==> src/rtl/hdc_action_scheduler.sv <==
// Sequencer for the HDC Q-learning action-selection datapath: clear, warm up generators,
// stream chunk addresses, drain the pipeline, serial signed argmax. Optional: HDC_SCHED_EXPLORE_EN.
module hdc_action_scheduler #(
  parameter int LFSR_ACTIONS = 4,
  parameter int ACC_WIDTH    = 22,
  parameter int ADDR_WIDTH   = 11,
  parameter int NUM_CHUNKS   = 64,
  parameter int PIPE_DEPTH   = 3,
  parameter int GEN_WARMUP   = 2
) (
  input  logic                                     clk,
  input  logic                                     rst,
  input  logic                                     req_valid,
  output logic                                     req_ready,
  output logic                                     proj_init,
  output logic                                     act_init,
  output logic [ADDR_WIDTH-2:0]                    ram_ptr,
  output logic [PIPE_DEPTH-1:0]                    stage_en,
  output logic                                     acc_clr,
  output logic                                     acc_en,
  input  logic [LFSR_ACTIONS-1:0][ACC_WIDTH-1:0]   acc_in,
`ifdef HDC_SCHED_EXPLORE_EN
  input  logic [7:0]                               explore_rnd,
  input  logic [7:0]                               epsilon,
  output logic                                     act_explored,
`endif
  output logic [$clog2(LFSR_ACTIONS)-1:0]          act_idx,
  output logic signed [ACC_WIDTH-1:0]              act_value,
  output logic                                     act_valid,
  input  logic                                     act_ready,
  output logic                                     busy
);

  localparam int IDX_W = $clog2(LFSR_ACTIONS);
  localparam int PTR_W = ADDR_WIDTH - 1;
  localparam int CNT_W = 16;
  localparam logic [PTR_W-1:0] PTR_LAST = PTR_W'(NUM_CHUNKS - 1);

  typedef enum logic [2:0] {
    IDLE, CLEAR, WARMUP, STREAM, DRAIN, ARGMAX, OUTPUT
  } state_t;

  state_t state, state_next;

  logic [CNT_W-1:0]            cnt;
  logic [PIPE_DEPTH:0]         vpipe;
  logic [IDX_W-1:0]            best_idx;
  logic signed [ACC_WIDTH-1:0] best_val;
  logic [IDX_W-1:0]            cmp_idx;
  logic signed [ACC_WIDTH-1:0] cmp_val;
  logic [IDX_W-1:0]            sel_idx;
  logic signed [ACC_WIDTH-1:0] sel_val;
  logic                        sel_explored;

  always_ff @(posedge clk) begin
    if (rst) state <= IDLE;
    else     state <= state_next;
  end

  always_comb begin
    state_next = state;
    req_ready  = 1'b0;
    proj_init  = 1'b0;
    act_init   = 1'b0;
    acc_clr    = 1'b0;
    act_valid  = 1'b0;
    busy       = (state != IDLE);
    case (state)
      IDLE: begin
        req_ready = 1'b1;
        if (req_valid) state_next = CLEAR;
      end
      CLEAR: begin
        acc_clr    = 1'b1;
        proj_init  = 1'b1;
        act_init   = 1'b1;
        state_next = WARMUP;
      end
      WARMUP: if (cnt == CNT_W'(GEN_WARMUP - 1))   state_next = STREAM;
      STREAM: if (ram_ptr == PTR_LAST)             state_next = DRAIN;
      DRAIN:  if (cnt == CNT_W'(PIPE_DEPTH))       state_next = ARGMAX;
      ARGMAX: if (cnt == CNT_W'(LFSR_ACTIONS - 2)) state_next = OUTPUT;
      OUTPUT: begin
        act_valid = 1'b1;
        if (act_ready) state_next = IDLE;
      end
      default: state_next = IDLE;
    endcase
  end

  assign stage_en  = vpipe[PIPE_DEPTH-1:0];
  assign acc_en    = vpipe[PIPE_DEPTH];
  assign act_idx   = best_idx;
  assign act_value = best_val;

  // ARGMAX cycle n compares index n+1; ties keep the earlier (lower) index.
  always_comb begin
    cmp_idx      = IDX_W'(cnt + CNT_W'(1));
    cmp_val      = $signed(acc_in[cmp_idx]);
    sel_idx      = best_idx;
    sel_val      = best_val;
    sel_explored = 1'b0;
    if (cmp_val > best_val) begin
      sel_idx = cmp_idx;
      sel_val = cmp_val;
    end
`ifdef HDC_SCHED_EXPLORE_EN
    if ((state_next == OUTPUT) && (explore_rnd < epsilon)) begin
      sel_idx      = IDX_W'(32'(explore_rnd) % 32'(LFSR_ACTIONS));
      sel_val      = $signed(acc_in[sel_idx]);
      sel_explored = 1'b1;
    end
`endif
  end

  always_ff @(posedge clk) begin
    if (rst) begin
      cnt      <= '0;
      vpipe    <= '0;
      ram_ptr  <= '0;
      best_idx <= '0;
      best_val <= '0;
`ifdef HDC_SCHED_EXPLORE_EN
      act_explored <= 1'b0;
`endif
    end else begin
      cnt <= (state_next != state) ? '0 : cnt + CNT_W'(1);

      if (state == CLEAR) vpipe <= '0;
      else                vpipe <= {vpipe[PIPE_DEPTH-1:0], (state == STREAM)};

      if (state == CLEAR)
        ram_ptr <= '0;
      else if ((state == STREAM) && (ram_ptr != PTR_LAST))
        ram_ptr <= ram_ptr + PTR_W'(1);

      if ((state == DRAIN) && (state_next == ARGMAX)) begin
        best_idx <= '0;
        best_val <= $signed(acc_in[0]);
`ifdef HDC_SCHED_EXPLORE_EN
        act_explored <= 1'b0;
`endif
      end else if (state == ARGMAX) begin
        best_idx <= sel_idx;
        best_val <= sel_val;
`ifdef HDC_SCHED_EXPLORE_EN
        act_explored <= sel_explored;
`endif
      end
    end
  end

`ifndef HDC_SCHED_EXPLORE_EN
  logic unused_explore;
  assign unused_explore = sel_explored;
`endif

endmodule

==> config.mk <==
export PLATFORM = sky130hd
export DESIGN_NAME = hdc_action_scheduler
export DESIGN_NICKNAME = d
export VERILOG_FILES = /design/src/rtl/hdc_action_scheduler.sv
export SDC_FILE = /design/constraint.sdc
export NUM_CORES = 1
export LEC_CHECK = 0
export CELL_PAD_IN_SITES_DETAIL_PLACEMENT = 0
export CELL_PAD_IN_SITES_GLOBAL_PLACEMENT = 1
export CORE_MARGIN = 2
export CORE_UTILIZATION = 30
export DETAILED_ROUTE_END_ITERATION = 10
export PLACE_DENSITY = 0.78
export SLEW_MARGIN = 40
export SYNTH_ARGS = -nofsm -noshare
export SYNTH_HDL_FRONTEND = slang
export SYNTH_SLANG_ARGS = --single-unit
==> constraint.sdc <==
create_clock -name clk -period 9.6 [get_ports clk]
set_input_delay 0.96 -clock clk [delete_from_list [all_inputs] [get_ports clk]]
set_output_delay 0.96 -clock clk [all_outputs]
set_load 0.05 [all_outputs]
* Word-level counts from Yosys, hierarchy flattened
Index checks and enable logic that the tools add are counted.
Cells by class: $add $sub $neg 2, order comparisons 2, equal/unequal tests 13, multiplexer cells 15, reductions and logical operators 11
Operators with widths (count):
- 22-bit two-way mux | 4
- 22-bit binary-select mux with 2-bit select | 1
- 16-bit by 2-bit equality test with 1-bit output, second input constant | 2
- 22-bit > comparator | 1
- 3-bit one-hot mux with 7 select lines | 1
- 3-bit two-way mux | 6
- 16-bit by 1-bit adder with 16-bit output, second input constant | 1
- 16-bit by 1-bit equality test with 1-bit output, second input constant | 1
- 3-bit equality test, second input constant | 4
- 10-bit by 1-bit adder with 10-bit output, second input constant | 1
- 10-bit by 6-bit equality test with 1-bit output, second input constant | 1
- 10-bit by 6-bit inequality test with 1-bit output, second input constant | 1
- 3-bit by 2-bit equality test with 1-bit output, second input constant | 2
- 2-bit OR reduction | 3
- 2-bit AND reduction | 2
- 2-bit nonzero test | 2
- 3-bit by 1-bit equality test with 1-bit output, second input constant | 1
- 3-bit zero test | 1
- 2-bit by 3-bit < comparator with 1-bit output, second input constant | 1
- 1-bit two-way mux | 3
- 3-bit inequality test | 1
- 3-bit nonzero test | 1
- 1-bit logical AND | 2
Word-level totals: logic and storage cells 49, register bits 57, output and inout bits 44, input port bits 92

* Depth between registers and ports, before layout
word-level depth 7, mapped depth 16, depth with buffers taken out 11

* Worst setup path before layout
No wires, ideal clock.
path type reg2reg, from register cnt[0], to register best_val[10], in the netlist act_value[10], stages on the path, launching flop included 16, library setup time 81 ps, required time 9519 ps, arrival 3934 ps, buffers on the path 5, path slack 5585 ps, clock period less this slack 4015 ps, cell sequence dfxtp_1 > buf_2 > buf_2 > inv_1 > ha_1 > clkbuf_1 > clkbuf_1 > mux4_2 > ha_1 > nand4_2 > nor4_4 > o31ai_1 > a211o_1 > and3_4 > buf_6 > a211oi_2
On the way: elaborated cells on any way between the ends 19, those cells by class add/sub: 1; order compare: 1; eq/ne: 4; mux: 9; reduce/logical: 4
RTL lines:
- start: declaration | RTL line 45 | logic [CNT_W-1:0] cnt;
- start signal: assignment | RTL line 127 | cnt <= (state_next != state) ? '0 : cnt + CNT_W'(1);
- 16-bit by 1-bit adder with 16-bit output *
- named net cmp_idx[0] | RTL line 49 | logic [IDX_W-1:0] cmp_idx;
- 22-bit binary-select mux with 2-bit select * | RTL line 99 | cmp_val = $signed(acc_in[cmp_idx]);
- 22-bit two-way mux (implied by the code) * | RTL line 99
- 22-bit > comparator or 22-bit two-way mux (tied branches) | RTL line 103 | if (cmp_val > best_val) begin
- 2-bit nonzero test (no line) or 22-bit two-way mux (tied branches)
- 2-bit AND reduction (no line) or 22-bit two-way mux (tied branches)
- end signal: assignment | RTL line 139 | best_val <= $signed(acc_in[0]);
- end signal: assignment | RTL line 145 | best_val <= sel_val;
- end: declaration | RTL line 48 | logic signed [ACC_WIDTH-1:0] best_val;
The timed path passes the listed nets; every way through them passes the cells marked *. The select of a mux whose other input is x is not followed. A chain may end at the register's enable or synchronous reset.

* Worst setup path in the final report
from register cnt[0], to register best_val[0], in the netlist act_value[0]
The elaborated chain is that of the path after synthesis.

==> out/results.tsv <==
metric	value	unit
syn_nets	523	
Overall Global Routing Usage	15.5	%
fin crit share	49.0	%
Slew @ Worst Pin	836	ps
HPWL after DPL	8080	um
Critical Setup Path Class	reg2reg	
Synth Area in Simple Gates	15.3	%
Die Area	13900	um^2
Num CTS Buffers	9	
# IOs	136	
initial DRC count	138	
detailed-route via count	3541	
outcome	completed	
largest family of logic cells by synthesized area	multiplexers	
PwrDens	132	nW/um^2
max-slew violation count	0	
WHS	460	ps
Period minus WS final	4700	ps
Yosys cell types	46	
hold buffer count at CTS	0	
CTS root buf	clkbuf_16	
DR pass1 iterations	4	
Finish-stage setup viols	0	
# DRC	0	
most common cell after layout, fill and taps aside	clkdlybuf4s50_1	
hold violation count in the final report	0	
crit path max fanout	29	
Mapped Area	3890	um^2
Core ar.	12700	um^2
register area share after synthesis	29.3	%
height of the die	118	um
Critical Path Max Stage Delay	730	ps
Clk pin slew, worst setup/hold paths	50	ps
Slowest cell on crit path	ha_2	
Nets	646	
worst endpoint data arrival time	4860	ps
H-tree depth	3	
I/O Buffers	135	
Die X-Extent	118	um
CTS Sinks	57	
crit-path cells	inv_1 > ha_2 > mux4_2 > ha_1 > a21oi_1 > o21ai_0 > a211oi_1 > a211o_1 > and3_4 > a211oi_1	
register area	1140	um^2
post-CTS sizing	0	
antenna violations before repair	0	
leakage power	2.07	nW
GRT overflow	0	
critical path endpoint category	flip-flop	
Ys Warns	0	
Worst EP required	9760	ps
setup TNS	0	ps
CP startpoint kind	flip-flop	
post-synthesis compound-gate area fraction	17.0	%
largest net degree at the start of global routing	31	
area of the multi-input gates	2500	um^2
vias in the first global route	3606	
Clock Skews	6.94	ps
CTS tree	yes	
Initial Utilization	30.7	%
clk_lat worst skew	320	ps
Synth Area in Adders	8.35	%
Main synth FF type	dfxtp_1	
Post-Synth XOR/XNOR Area	4.95	%
most frequent cells in the layout	clkdlybuf4s50_1, dfxtp_1, nor2_1	
WP buf/inv	1	
Area growth, synth to finish	45.2	%
layout cells sized above 1	13.3	%
ant diodes	0	
FILL cells	1223	
Setup Buffers After CTS	0	
worst vdd rail ir drop	0.0000817	V
flops & latches, synth	57	
Mapped Cells	405	
most used cell, CP	a211oi_1	
CTS Buffer Depth	2	
ANT nets after route	0	
post-synthesis mux area share	18.6	%
number of synthesized flops with an enable pin	0	
FFs w/ async S/R, synth	0	%
Achievable Freq	0.213	GHz
Hold Path Class	reg2reg	
Synth Area per Inst	9.61	um^2
GP Congestion	0.791	
mean routed wirelength per cell	15.3	um
Crit path max-delay family	compound AO/OA/AOI/OAI gates	
RSZ-0062 raised after global routing	no	
max_slew headroom	44.1	%
max_cap viols	0	
Vias/cell	5.02	
drt total wl	10800	um
first-pass GRT wire length	17700	um
Std-Cell Rows	41	
## kinds of logic (layout without fill, tap and decap cells)
family | count (synthesis) | in the layout
xor gates and xnor gates | 22 | 22
AOI/OAI and AO/OA | 83 | 83
adders and majority gates | 26 | 26
muxes | 45 | 45
buffers and inverters | 58 | 186
and+or+nand+nor | 114 | 114
DFF | 57 | 57
## final timing paths
| check | from | cells past startpoint | slack, ps | end |
|---|---|---|---|---|
| setup reg to reg | cnt[0] | 10 | 4900 | act_value[0] |
| hold / removal | vpipe[1] | 1 | 460 | vpipe[2] |
| hold reg to reg | vpipe[1] | 1 | 460 | vpipe[2] |
| setup / recovery | cnt[0] | 10 | 4900 | act_value[0] |
## area by class of cell
type	count	area share, %
multi-input combinational	290	44.3
timing repair buffer	139	24.3
sequential	57	20.3
clock buffer	11	4.29
tap	172	3.81
inverter	31	2.06
clock inverter	5	0.952
## sequential cells by signal, indices dropped and copies added, names as in the netlist
signal and count:
vpipe 4, act_value 22, state 3, ram_ptr 10
act_idx 2, cnt 16
## metrics by stage
step	utilization (%)	instances	total power [mW]	setup WS, ps	area, um^2
6_report	44.6	705	0.747	4900	5650
3_5_place_dp	42.3	689	0.438	4870	5360
3_3_place_gp	42.0	685	0.432	4230	5320
2_1_floorplan	-	405	0.366	5580	3890
5_1_grt	44.6	705	0.786	4560	5650
4_1_cts	44.6	705	0.756	4860	5650
## layer usage
metal	up-vias	track usage [%]	share of wire [%]
li1	1745	-	-
met1	1682	19.0	44
met2	102	26.1	49
met3	12	4.65	5.8
met4	0	4.89	1.4
met5	-	0	0
## cell usage after synthesis (2+ instances only)
library cell,number,area share (%)
dfxtp_1,57,29
nor2_1,38,3.7
inv_1,31,3.0
ha_1,26,8.4
a31oi_1,24,3.9
mux2i_1,23,5.9
mux4_2,22,13
a211oi_2,20,6.4
nand2_1,19,1.8
a21oi_1,15,1.9
clkbuf_1,15,1.4
xor2_1,15,3.4
nand3_1,13,1.7
nand4_1,12,1.9
buf_2,8,1.0
xnor2_1,7,1.6
and3_1,6,0.96
o21ai_0,6,0.77
a211oi_1,4,0.77
nor4_1,4,0.64
and2_1,3,0.48
nand3b_1,3,0.58
nor3_1,3,0.39
a2111oi_2,2,0.77
a21o_1,2,0.39
a41oi_1,2,0.45
and3b_1,2,0.45
and4_1,2,0.45
buf_4,2,0.39
buf_6,2,0.58
or3_1,2,0.32
## power breakdown
group          internal [mW]  switching (mW)  total [mW]  leakage [nW]
Clock                  0.207           0.109       0.316         0.146
Combinational         0.0939          0.0898       0.184          1.46
Sequential             0.239         0.00876       0.247         0.460
Total                  0.539           0.207       0.747          2.07
Power figures use the tool's default switching activity.
